<file path="src/rtl/rca_acc32.sv">
// Burst accumulator built around a 32-bit ripple-carry adder, with a valid/ready result port.
// Optional carry-out counter is enabled by defining RCA_ACC_CARRY_CNT_EN.

module rca32 (
  input  logic [31:0] a,
  input  logic [31:0] b,
  input  logic        ci,
  output logic [31:0] s,
  output logic        co
);
  logic [32:0] w_c;

  assign w_c[0] = ci;

  genvar gi;
  generate
    for (gi = 0; gi < 32; gi++) begin : g_fa
      assign s[gi]     = a[gi] ^ b[gi] ^ w_c[gi];
      assign w_c[gi+1] = (a[gi] & b[gi]) | (w_c[gi] & (a[gi] ^ b[gi]));
    end
  endgenerate

  assign co = w_c[32];
endmodule

module rca_acc32 #(
  parameter int LEN_W = 8
) (
  input  logic             clk,
  input  logic             reset,
  input  logic             start,
  input  logic [LEN_W-1:0] len,
  input  logic             in_valid,
  output logic             in_ready,
  input  logic [31:0]      in_data,
  output logic             out_valid,
  input  logic             out_ready,
  output logic [31:0]      out_sum,
  output logic             out_ovf,
  output logic [7:0]       out_carry_cnt,
  output logic             busy
);
  typedef enum logic [1:0] {
    S_IDLE = 2'd0,
    S_ACC  = 2'd1,
    S_DONE = 2'd2
  } state_t;

  state_t           r_state;
  state_t           w_state_nxt;
  logic [31:0]      r_acc;
  logic [LEN_W-1:0] r_cnt;
  logic             r_ovf;
  logic             r_in_ready;
  logic             r_out_valid;
  logic             r_busy;
  logic [31:0]      w_sum;
  logic             w_co;
  logic             w_accept;
  logic             w_start_idle;

  rca32 u_rca32 (
    .a  (r_acc),
    .b  (in_data),
    .ci (1'b0),
    .s  (w_sum),
    .co (w_co)
  );

  // r_in_ready is high exactly while in ACC, so it doubles as the state qualifier
  assign w_accept     = r_in_ready & in_valid;
  assign w_start_idle = (r_state == S_IDLE) & start;

  // Next-state logic
  always_comb begin
    w_state_nxt = r_state;
    case (r_state)
      S_IDLE: begin
        if (start) begin
          w_state_nxt = (len == {LEN_W{1'b0}}) ? S_DONE : S_ACC;
        end else begin
          w_state_nxt = S_IDLE;
        end
      end
      S_ACC: begin
        if (w_accept && (r_cnt == LEN_W'(1))) begin
          w_state_nxt = S_DONE;
        end else begin
          w_state_nxt = S_ACC;
        end
      end
      S_DONE: begin
        if (out_ready) begin
          w_state_nxt = S_IDLE;
        end else begin
          w_state_nxt = S_DONE;
        end
      end
      default: w_state_nxt = S_IDLE;
    endcase
  end

  // State register and handshake/status outputs registered from the next state
  always_ff @(posedge clk or posedge reset) begin
    if (reset) begin
      r_state     <= S_IDLE;
      r_in_ready  <= 1'b0;
      r_out_valid <= 1'b0;
      r_busy      <= 1'b0;
    end else begin
      r_state     <= w_state_nxt;
      r_in_ready  <= (w_state_nxt == S_ACC);
      r_out_valid <= (w_state_nxt == S_DONE);
      r_busy      <= (w_state_nxt != S_IDLE);
    end
  end

  // Accumulator, remaining-operand counter and sticky overflow
  always_ff @(posedge clk or posedge reset) begin
    if (reset) begin
      r_acc <= 32'd0;
      r_cnt <= {LEN_W{1'b0}};
      r_ovf <= 1'b0;
    end else if (w_start_idle) begin
      r_acc <= 32'd0;
      r_cnt <= len;
      r_ovf <= 1'b0;
    end else if (w_accept) begin
      r_acc <= w_sum;
      r_cnt <= r_cnt - LEN_W'(1);
      r_ovf <= r_ovf | w_co;
    end else begin
      r_acc <= r_acc;
      r_cnt <= r_cnt;
      r_ovf <= r_ovf;
    end
  end

`ifdef RCA_ACC_CARRY_CNT_EN
  logic [7:0] r_carry_cnt;

  // Saturating carry-out counter
  always_ff @(posedge clk or posedge reset) begin
    if (reset) begin
      r_carry_cnt <= 8'd0;
    end else if (w_start_idle) begin
      r_carry_cnt <= 8'd0;
    end else if (w_accept && w_co && (r_carry_cnt != 8'd255)) begin
      r_carry_cnt <= r_carry_cnt + 8'd1;
    end else begin
      r_carry_cnt <= r_carry_cnt;
    end
  end

  assign out_carry_cnt = r_carry_cnt;
`else
  assign out_carry_cnt = 8'd0;
`endif

  assign in_ready  = r_in_ready;
  assign out_valid = r_out_valid;
  assign busy      = r_busy;
  assign out_sum   = r_acc;
  assign out_ovf   = r_ovf;
endmodule

</file>
<file path="config.mk">
export PLATFORM = sky130hd
export DESIGN_NAME = rca_acc32
export DESIGN_NICKNAME = d
export VERILOG_FILES = /design/src/rtl/rca_acc32.sv
export SDC_FILE = /design/constraint.sdc
export NUM_CORES = 1
export LEC_CHECK = 0
export ABC_AREA = 0
export BUFFER_PORTS_ARGS = -buffer_cell sky130_fd_sc_hd__buf_2
export CAP_MARGIN = 20
export CORE_AREA = 4 4 94 96
export DETAILED_ROUTE_END_ITERATION = 6
export DIE_AREA = 0 0 98 100
export GPL_TIMING_DRIVEN = 0
export SYNTH_ARGS = -nofsm -noshare
export SYNTH_HDL_FRONTEND = slang
export SYNTH_HIERARCHICAL = 1
export SYNTH_SLANG_ARGS = --single-unit
</file>
<file path="constraint.sdc">
create_clock -name clk -period 18.6 [get_ports clk]
set_input_delay 2.79 -clock clk [delete_from_list [all_inputs] [get_ports clk]]
set_output_delay 2.79 -clock clk [all_outputs]
set_load 0.005 [all_outputs]
</file>
# ---- Yosys cells after proc, flatten, opt, wreduce, memory -nomap -nowiden
# Index checks and enable logic that the tools add are counted.
dict set report op_classes {
  n_addsub 1
  n_eq_ne 5
  mux 11
  n_bitwise 160
  n_reduce_logical 5
}
# operator n
set op_table {}
lappend op_table {{1-bit AND} 65}
lappend op_table {{32-bit 2-to-1 mux} 2}
lappend op_table {{1-bit XOR} 63}
lappend op_table {{1-bit OR} 32}
lappend op_table {{8-bit 2-to-1 mux} 2}
lappend op_table {{8-bit by 1-bit equality test with 1-bit output, second input constant} 1}
lappend op_table {{8-bit zero test} 1}
lappend op_table {{2-bit 2-to-1 mux} 4}
lappend op_table {{8-bit by 1-bit subtractor with 8-bit output, second input constant} 1}
lappend op_table {{2-bit one-hot mux with 3 select lines} 1}
lappend op_table {{2-bit by 1-bit equality test with 1-bit output, second input constant} 2}
lappend op_table {{2-bit equality test, second input constant} 2}
lappend op_table {{2-bit nonzero test} 2}
lappend op_table {{2-bit zero test} 1}
lappend op_table {{1-bit 2-to-1 mux} 2}
lappend op_table {{1-bit logical AND} 1}
dict set report totals {
  reg_bits 46
  out_inout_bits 44
  word_cells 189
}

# ---- Logic depth before layout (Yosys ltp)
dict set report depth {
  ltp_word 66
  ltp_mapped 38
  ltp_nobuf 38
}

# ---- Cells and area by module
# The synthesis kept the hierarchy.
# module instances cells_per_inst area_per_inst_um2 seq_area_each_um2
set modules_own_cells {}
lappend modules_own_cells {rca_acc32 1 226 2052.0 1151.1}
lappend modules_own_cells {rca32 1 42 678.2 0.0}

# ---- Least setup slack after synthesis
# No wires, ideal clock.
dict set report synth_timing {
  path_kind {in2reg}
  from {input port in_data[0]}
  to {register r_acc[31] (netlist: out_sum[31])}
  setup_time_ns 0.078
  t_arrival_ns 15.051
  path_slack_ns 3.471
  stages 38
  path_buffers 0
  path_cell_list {fa_1 -> fa_1 -> fa_1 -> fa_1 -> fa_1 -> fa_1 -> fa_1 -> fa_1 -> fa_1 -> fa_1 -> fa_1 -> fa_1 -> fa_1 -> fa_1 -> fa_1 -> fa_1 -> inv_1 -> fa_1 -> [... 2 more ...] -> fa_1 -> fa_1 -> fa_1 -> fa_1 -> fa_1 -> fa_1 -> fa_1 -> fa_1 -> fa_1 -> fa_1 -> fa_1 -> fa_1 -> fa_1 -> inv_1 -> fa_1 -> inv_1 -> nand2_1 -> a21oi_1}
}
dict set report synth_between {
  elab_chain_len 64
}
# item line
set synth_lines {}
lappend synth_lines {{from (decl)} 35} ;# input logic [31:0] in_data,
lappend synth_lines {{1-bit AND (2 in a row)} 19} ;# assign w_c[gi+1] = (a[gi] & b[gi]) | (w_c[gi] & (a[gi] ^ b[gi]));
lappend synth_lines {{1-bit OR} 19}
lappend synth_lines {{1-bit AND} 19}
lappend synth_lines {{1-bit OR} 19}
lappend synth_lines {{1-bit AND} 19}
lappend synth_lines {{1-bit OR} 19}
lappend synth_lines {{1-bit AND} 19}
lappend synth_lines {{1-bit OR} 19}
lappend synth_lines {{[... 48 more ...]} n/a}
lappend synth_lines {{1-bit AND} 19}
lappend synth_lines {{1-bit OR} 19}
lappend synth_lines {{1-bit AND} 19}
lappend synth_lines {{1-bit OR} 19}
lappend synth_lines {{1-bit XOR} 18} ;# assign s[gi] = a[gi] ^ b[gi] ^ w_c[gi];
lappend synth_lines {{named net w_sum[31]} 57} ;# logic [31:0] w_sum;
lappend synth_lines {{32-bit 2-to-1 mux} 128} ;# end else if (w_accept) begin
lappend synth_lines {{32-bit 2-to-1 mux} 124} ;# end else if (w_start_idle) begin
lappend synth_lines {{to (signal assigned)} 129} ;# r_acc <= w_sum;
lappend synth_lines {{to (signal assigned)} 133} ;# r_acc <= r_acc;
lappend synth_lines {{to (decl)} 51} ;# logic [31:0] r_acc;
# The timed path passes the listed nets, and every way through them passes these cells. The select of a mux whose other input is x is not followed.
# A chain may end at the register's enable or synchronous reset.

# ---- Final worst setup path
# Same ends and word-level chain as after synthesis.

==> results.sh <==
export IMPL_status="complete, no violations"
export IMPL_finClkSkew_ns=0.00738
export IMPL_postCtsHoldBufs=0
export IMPL_dp_hpwl_microns=4970
export IMPL_min_from="out_ovf"
export IMPL_fmax_mhz=63.9
export IMPL_hold_path_class="flop to flop"
export IMPL_preCtsSetupSlack_ns=2.62
export IMPL_synth_edff_count=0
export IMPL_synth_commonest_cells="71 x nand2_1, 46 x dfrtp_1, 33 x a21oi_1, 32 x fa_1, 15 x inv_1"
export IMPL_gp_congestion=0.769
export IMPL_swShare=0.392
export IMPL_portBuffers=80
export IMPL_post_cts_resized=0
export IMPL_grt_pass1_wl_microns=11200
export IMPL_synth_seq_cells=46
export IMPL_cts_setup_buffers=0
export IMPL_cts_tree="done"
export IMPL_grt_pass1_vias=2287
export IMPL_fin_crit_ns=15.66
export IMPL_endpoint_kind="flop"
export IMPL_antenna_found_initial=0
export IMPL_drc=0
export IMPL_nFillCells=820
export IMPL_pwr_share_clk=0.154
export IMPL_relSlewSlack=0.552
export IMPL_hold_violations=0
export IMPL_maxCapViolations=0
export IMPL_syn_to_final_growth_pct=25.3
export IMPL_die_w_microns=98
export IMPL_r2r_end="out_sum[31]"
export IMPL_rrSetupSlack_ns=5.08
export IMPL_drtIter0Drc=39
export IMPL_cts_root_buf="clkbuf_8"
export IMPL_netlist_instances=268
export IMPL_dieArea_sq_um=9800
export IMPL_crit_type="input pin to flop"
export IMPL_postRouteAntennaNets=0
export IMPL_peakVddDrop_v=0.0000513
export IMPL_coreArea_sq_um=8050
export IMPL_yosysTopAreaCell="dfrtp_1"
export IMPL_leakagePower_nw=1.65
export IMPL_cts_max_level=2
export IMPL_slowest_stage="fa_1"
export IMPL_grt_start_max_net_pins=27
export IMPL_cp_max_fo=1
export IMPL_syn_area_sq_um=2730
export IMPL_cts_made_buffers=5
export IMPL_rr_worst_depth=38
export IMPL_placed_area_sq_um=3310
export IMPL_power_switching_uw=190
export IMPL_rsz0062_at_grt="no"
export IMPL_syn_area_per_cell_sq_um=10.2
export IMPL_arrival_ns=15.88
export IMPL_fp_dieH_microns=100
export IMPL_num_rows=33
export IMPL_min_path_cells=2
export IMPL_regToRegStartpoint="out_sum[0]"
export IMPL_fin_ws_ns=2.94
export IMPL_worst_pin_slew_ns=0.670
export IMPL_synthFlopType="dfrtp_1"
export IMPL_clock_path_buffers=2
export IMPL_io_pin_count=89
export IMPL_viasPerCell=4.62
export IMPL_finalSetupTns_ns=0
export IMPL_cts_sinks=46
export IMPL_hold_end="out_ovf"
export IMPL_slew_violations=0
export IMPL_finalSetupViolCount=0
export IMPL_ys_seq_area_frac=0.422
export IMPL_ys_types=31
export IMPL_avgRoutedWirePerCell_microns=13.6
export IMPL_yosys_warnings=6
export IMPL_synth_area_leaders="dfrtp_1 42%, fa_1 23%, nand2_1 9.8%"
export IMPL_gr_total_overflow=0
export IMPL_yosysTopAreaCellShare=0.422
export IMPL_start_util=0.339
export IMPL_synthArstFlopShare=1.00
export IMPL_vias=2173
export IMPL_final_cells=470
export IMPL_seqPwrFrac=0.393
export IMPL_track_usage=0.141
export IMPL_critical_path_max_stage_delay_ns=0.42
export IMPL_power_density_nw_per_um2=142
export IMPL_insertedDiodeCount=0
export IMPL_clk_pin_slew_ns=0.09
export IMPL_fin_crit_sh=0.842
export IMPL_place_inst=462
export IMPL_dr_pass1_iters=4
export IMPL_route_final_wire_length_microns=6400
export IMPL_worstPathRequired_ns=18.83
export IMPL_stdcell_area_sq_um=3420
export IMPL_drive_above_1_share=0.288
export IMPL_fin_nets=443
export IMPL_clkLatencyLatePin_ns=0.30
export IMPL_cpMostUsedCell="fa_1"
export IMPL_combPwrFrac=0.453
export IMPL_setup_worst_path_start_class="input pin"
export IMPL_post_synth_top_count_cell="nand2_1"
export IMPL_internal_power_uw=295
-- how the worst max path moves through the flow --
| stage | from | to |
|---|---|---|
| after detailed placement | in_data[0] | out_sum[31] |
| after global placement | in_data[0] | out_sum[31] |
| final | in_data[0] | out_sum[31] |
| after floorplan | in_data[0] | out_sum[31] |
| after CTS | in_data[0] | out_sum[31] |
| after global routing | in_data[0] | out_sum[31] |
-- cell type report --
class	instances	area, sq um	share of cell area
Inverter	15	56.3	0.0165
Multi-Input combinational cell	195	1450	0.423
Tap cell	105	131	0.0384
Clock buffer	6	72.6	0.0212
Buffer	20	106	0.0311
Sequential cell	46	1150	0.336
Clock inverter	2	37.5	0.0110
Timing Repair Buffer	81	420	0.123
-- power by group through the flow --
stage                     Clock (mW)  Combinational [mW]  Sequential, mW
after global routing          0.0829               0.264           0.202
after global placement             0               0.215           0.192
after CTS                     0.0779               0.225           0.192
after floorplan                    0               0.137           0.192
final                         0.0747               0.220           0.191
after detailed placement           0               0.221           0.194
-- stage by stage --
stage / total power, mW / utilization / hold slack (ns)
after global placement: 0.407 / 0.409 / 0.480
after detailed placement: 0.416 / 0.411 / 0.486
after CTS: 0.495 / 0.425 / 0.506
after floorplan: 0.329 / - / 0.482
final: 0.486 / 0.425 / 0.495
after global routing: 0.549 / 0.425 / 0.550
-- registers in the layout (all words and copies together) (netlist names) --
signal     flops
out_sum       32
out_valid      1
r_state        2
out_ovf        1
in_ready       1
busy           1
r_cnt          8
-- critical path: cells and delay by family --
family	cells	cell delay [ns]
compound gates	1	0.13
fa+ha+maj	32	12.54
buf+inv	5	0.38
simple gates	1	0.04
-- cell usage in the layout, fill, tap and decap left out, drive strengths merged, types with 2 or more instances in the layout --
cell / n
o211ai: 2
fa: 32
conb: 9
nand2: 71
a21oi: 33
a211oi: 2
a31oi: 4
o21ai: 6
nor2: 6
inv: 15
clkbuf: 17
ha: 2
dfrtp: 46
or4: 7
nand3: 4
nor3: 2
buf: 90
or3: 3
a211o: 2
-- logic make-up after synthesis --
logic type,Yosys count,synth area share
AOI/OAI and AO/OA,51,0.104
buffers and inverters,35,0.0596
other,1,0.00137
DFF,46,0.422
and+or+nand+nor,100,0.167
adders and majority gates,34,0.244
xor gates and xnor gates,1,0.00321
-- layer usage --
layer / up-vias / track usage / routed length, microns
met5: - / 0 / 0
met4: 0 / 0.0341 / 28
met3: 4 / 0.0368 / 373
met2: 71 / 0.228 / 3060
met1: 1048 / 0.190 / 2940
li1: 1050 / - / -
Note: power is estimated with default switching activity, not from simulation.
